===== src/rtl/risc_regstack.sv =====
// rtl/risc_regstack.sv - register file with hardware LIFO for risc8/risc8x; define RISC_REGSTACK_BYPASS_EN for write-through forwarding
module risc_regstack #(
  parameter int WORD  = 8,
  parameter int REGS  = 4,
  parameter int DEPTH = 16,
  localparam int RA_W = $clog2(REGS),
  localparam int SP_W = $clog2(DEPTH) + 1
) (
  input  logic            clk,
  input  logic            rst,
  input  logic [RA_W-1:0] a1,
  input  logic [RA_W-1:0] a2,
  output logic [WORD-1:0] rd1,
  output logic [WORD-1:0] rd2,
  input  logic [RA_W-1:0] a3,
  input  logic [WORD-1:0] wd,
  input  logic            rw_en,
  input  logic [1:0]      stackop,
  input  logic [WORD-1:0] st_wd,
  output logic [WORD-1:0] st_top,
  output logic [SP_W-1:0] sp,
  output logic            st_empty,
  output logic            st_full,
  output logic            st_ovf,
  output logic            st_unf,
  input  logic            st_clr
);

  localparam int IX_W = $clog2(DEPTH);
  localparam logic [1:0] ST_SKIP = 2'b00;
  localparam logic [1:0] ST_ADD  = 2'b01;
  localparam logic [1:0] ST_SUB  = 2'b10;
  localparam logic [1:0] ST_3    = 2'b11;

  logic [WORD-1:0] regs [REGS];
  logic [WORD-1:0] mem  [DEPTH];

  logic [IX_W-1:0] push_ix;
  logic [IX_W-1:0] top_ix;
  logic            do_push;
  logic            do_pop;
  logic            do_rep;
  logic            ovf_ev;
  logic            unf_ev;

  // When full, sp's low bits wrap to 0, so top_ix still lands on DEPTH-1.
  assign push_ix  = sp[IX_W-1:0];
  assign top_ix   = push_ix - IX_W'(1);
  assign st_empty = (sp == '0);
  assign st_full  = (sp == SP_W'(DEPTH));

  assign do_push = (stackop == ST_ADD) && !st_full;
  assign do_pop  = (stackop == ST_SUB) && !st_empty;
  assign do_rep  = (stackop == ST_3)   && !st_empty;
  assign ovf_ev  = (stackop == ST_ADD) && st_full;
  assign unf_ev  = ((stackop == ST_SUB) || (stackop == ST_3)) && st_empty;

`ifdef RISC_REGSTACK_BYPASS_EN
  assign rd1    = (rw_en && (a1 == a3)) ? wd : regs[a1];
  assign rd2    = (rw_en && (a2 == a3)) ? wd : regs[a2];
  assign st_top = (do_push || do_rep) ? st_wd :
                  (st_empty ? {WORD{1'b0}} : mem[top_ix]);
`else
  assign rd1    = regs[a1];
  assign rd2    = regs[a2];
  assign st_top = st_empty ? {WORD{1'b0}} : mem[top_ix];
`endif

  always_ff @(posedge clk) begin
    if (rst) begin
      for (int i = 0; i < REGS; i++) regs[i] <= '0;
      for (int i = 0; i < DEPTH; i++) mem[i] <= '0;
      sp     <= '0;
      st_ovf <= 1'b0;
      st_unf <= 1'b0;
    end else begin
      if (rw_en) regs[a3] <= wd;
      if (do_push) begin
        mem[push_ix] <= st_wd;
        sp           <= sp + SP_W'(1);
      end else if (do_pop) begin
        sp <= sp - SP_W'(1);
      end else if (do_rep) begin
        mem[top_ix] <= st_wd;
      end
      // A fresh error event outranks a simultaneous clear.
      st_ovf <= (st_clr ? 1'b0 : st_ovf) | ovf_ev;
      st_unf <= (st_clr ? 1'b0 : st_unf) | unf_ev;
    end
  end

  always_ff @(posedge clk) begin
    if (!rst) assert (!$isunknown(stackop));
  end

endmodule

===== config.mk =====
export PLATFORM = sky130hd
export DESIGN_NAME = risc_regstack
export DESIGN_NICKNAME = d
export VERILOG_FILES = /design/src/rtl/risc_regstack.sv
export SDC_FILE = /design/constraint.sdc
export NUM_CORES = 1
export LEC_CHECK = 0
export ABC_CLOCK_PERIOD_IN_PS = 8600
export BUFFER_PORTS_ARGS = -buffer_cell sky130_fd_sc_hd__buf_2
export CORE_UTILIZATION = 65
export DETAILED_ROUTE_END_ITERATION = 16
export PLACE_DENSITY = 0.85
export SYNTH_ARGS = -nofsm -noshare
export SYNTH_HDL_FRONTEND = slang
export SYNTH_SLANG_ARGS = --single-unit

===== constraint.sdc =====
create_clock -name clk -period 8.6 [get_ports clk]
set_input_delay 0.86 -clock clk [delete_from_list [all_inputs] [get_ports clk]]
set_output_delay 0.86 -clock clk [all_outputs]
set_load 0.01 [all_outputs]

==> results.toml <==
[timing]
slew_headroom_pct = 14.5
hold_viol = 0
tns_ns = 0
period_minus_slack_ns = 4.00
fmax_mhz = 250
fin_worst_skew_ns = 0.00968
rsz0062_at_grt = "no"
slew_viol_final = 0
setup_slack_ns = 4.60
worstMarginPinSlew_ns = 1.28
finalSetupViolCount = 0
finalCritPeriodShare_pct = 46.6

[placed_design]
placed_area_um2 = 8790
gp_congestion = 0.898
place_ws_ns = 4.92
placement.io_buffers = 60
dp.final_hpwl_um = 12800

[clock_network]
hold_buffers = 0
clock_latency_ns = 0.43
postCtsSetupBuffers = 0
htreeDepth = 4
cts_resized = 0
cts_tree = "done"
clock-root-buffer = "clkbuf_16"
clockBufferDepth = 2
cts_buffers = 17
path_clk_slew_ns = 0.06
cts.sinks = 167

[worst_setup_path]
cp.required_ns = 7.74
crit_path_frequent_cell = "buf_4"
reg2reg_depth = 7
cp_max_fo = 35
start_kind = "flip-flop"
cp-end-kind = "primary output"
critical_path_class = "reg -> out"
crit_chain = "buf_4 -> nor3_1 -> xnor2_2 -> buf_4 -> mux2i_1 -> o22ai_1 -> buf_2"
r2r_start = "sp[1]"
cpPeakStageDelay_ns = 0.69
critPathLaunch = "sp[0]"
slowest_stage = "nor3_1"
critical_path_arrival_ns = 3.14

[synth]
synth-seq-cells = 167
yosys_warnings = 0
postSynthAreaPerCell_um2 = 14.4
ys_top_cells_by_area = "edfxtp_1, mux4_2, and2_1, and3_1, nor2b_1"
yosysSeqAreaShare_pct = 59.0
synthFlopType = "edfxtp_1"
netlist_area_um2 = 8380
synth-edff-count = 160
synth_top_area_share_pct = 57.3
synth_cell_type_count = 58
ys_async_sr_fraction_pct = 0
postSynthCellCount = 583
synth_top_cell_by_area = "edfxtp_1"
syn_nets = 617

[floorplanning]
dieArea_um2 = 13300
rows = 41
io_pins = 61
initial_utilization_pct = 66.4
chipHeight_um = 116
die_w_um = 116
core_um2 = 12600

[run]
cap_viol_max_count = 0

[pwr]
power_density_nw_per_um2 = 286
ir_worst_vdd_mv = 0.213
totalPowerFinal_uw = 2700
power_leakage_uw = 0.00362

[finish]
synthToLayoutAreaGrowth_pct = 12.5
antenna_cells = 0
layout_commonest_cell = "edfxtp_1"
final_area_um2 = 9430
final_cell_mix = "edfxtp_1, buf_2, mux4_2"
drive_gt1_share_pct = 26.4
fin_util_pct = 74.7
nets = 668

[route]
num_vias = 5411
drt_iter0_drc = 735
wl_per_cell_um = 24.1
antenna_left = 0
drc_errors = 0
via_per_inst = 6.61
drt_pre_antenna_iters = 6
drt-total-wl_um = 19700

[global_routing]
overflow = 0
grt_max_degree = 41
antenna_found_initial = 0
grt_pass1_wl_um = 30200
grt_pass1_vias = 5335
grt_usage_pct = 32.0

[hold_path]
worstHoldPathType = "reg -> reg"
min_path_cells = 2
hp-start = "st_ovf"

[run_status]
status = "complete, no violations"
## cell usage after synthesis, types with 3 or more instances
cell type	instances
o21ai_0	3
a21oi_1	9
nor2_1	31
inv_1	12
a21o_1	8
nand2_1	14
and2b_1	3
and3_1	48
nor4_1	11
xnor2_1	4
clkbuf_1	18
nand2b_1	5
or2_2	7
nand4_1	4
buf_1	3
mux4_2	49
dfxtp_1	7
nand2_2	5
nor3_1	12
and3b_1	3
nor2b_1	33
o22ai_1	12
mux2i_1	18
ha_1	5
o31ai_1	3
buf_2	8
and2_1	48
edfxtp_1	160
## cell type report
class | count | area, µm²
flip-flops and latches | 167 | 4950
multi-input cells | 368 | 3220
fillers | 750 | 3190
clock buffers | 20 | 437
repair buffers | 67 | 353
well taps | 172 | 215
clock inverters | 12 | 199
inverters | 13 | 53.8
## worst max-delay path: cells and delay by family, from the launching register on
kind | cells | cell delay (ns)
simple gates | 1 | 0.69
xor+xnor | 1 | 0.17
flops | 1 | 0.42
mux | 1 | 0.35
buf+inv | 3 | 0.87
compound gates | 1 | 0.15
## layer usage
layer  vias to the layer above  GRT usage (%)  share of wire, %
li1                       2352              -                 -
met1                      2659           42.1                36
met2                       346           51.9                51
met3                        54           7.37               9.7
met4                         0           13.7               3.0
met5                         -              0                 0
## cells by family (layout without fill, tap and decap cells)
kind of cell / Yosys count / count (layout) / share of synthesized area [%]
AND/OR/NAND/NOR: 239 / 239 / 17.0
flip-flops: 167 / 167 / 59.0
buffers and inverters: 48 / 112 / 2.63
multiplexers: 67 / 67 / 15.3
adder cells (fa/ha/maj): 6 / 6 / 0.986
XOR/XNOR: 7 / 7 / 0.821
AO/OA/AOI/OAI: 49 / 49 / 4.21
## power breakdown
part / leakage (µW) / internal, µW / switching [µW] / total [µW]
combinational: 0.00165 / 345 / 520 / 865
clock: 0.000298 / 515 / 312 / 827
sequential: 0.00168 / 965 / 41.8 / 1010
## path summary, 6_finish.rpt
check,slack (ns),to
worst min register to register,0.48,st_ovf
worst max-delay path,4.60,st_top[7]
worst min-delay path,0.48,st_ovf
worst max register to register,4.88,mem[10][7]
## state kept, by name, summed over array words and instances, names as in the netlist
register and flops:
st_unf 1, st_ovf 1, sp 5, regs 32
mem 128
## metrics by stage
step,hold WS (ns),instances
global placement,0.469,787
CTS,0.487,819
finish,0.482,819
global route,0.496,819
detailed placement,0.469,787
floorplan,0.493,583
No activity file was read; power rests on OpenSTA's default activity.
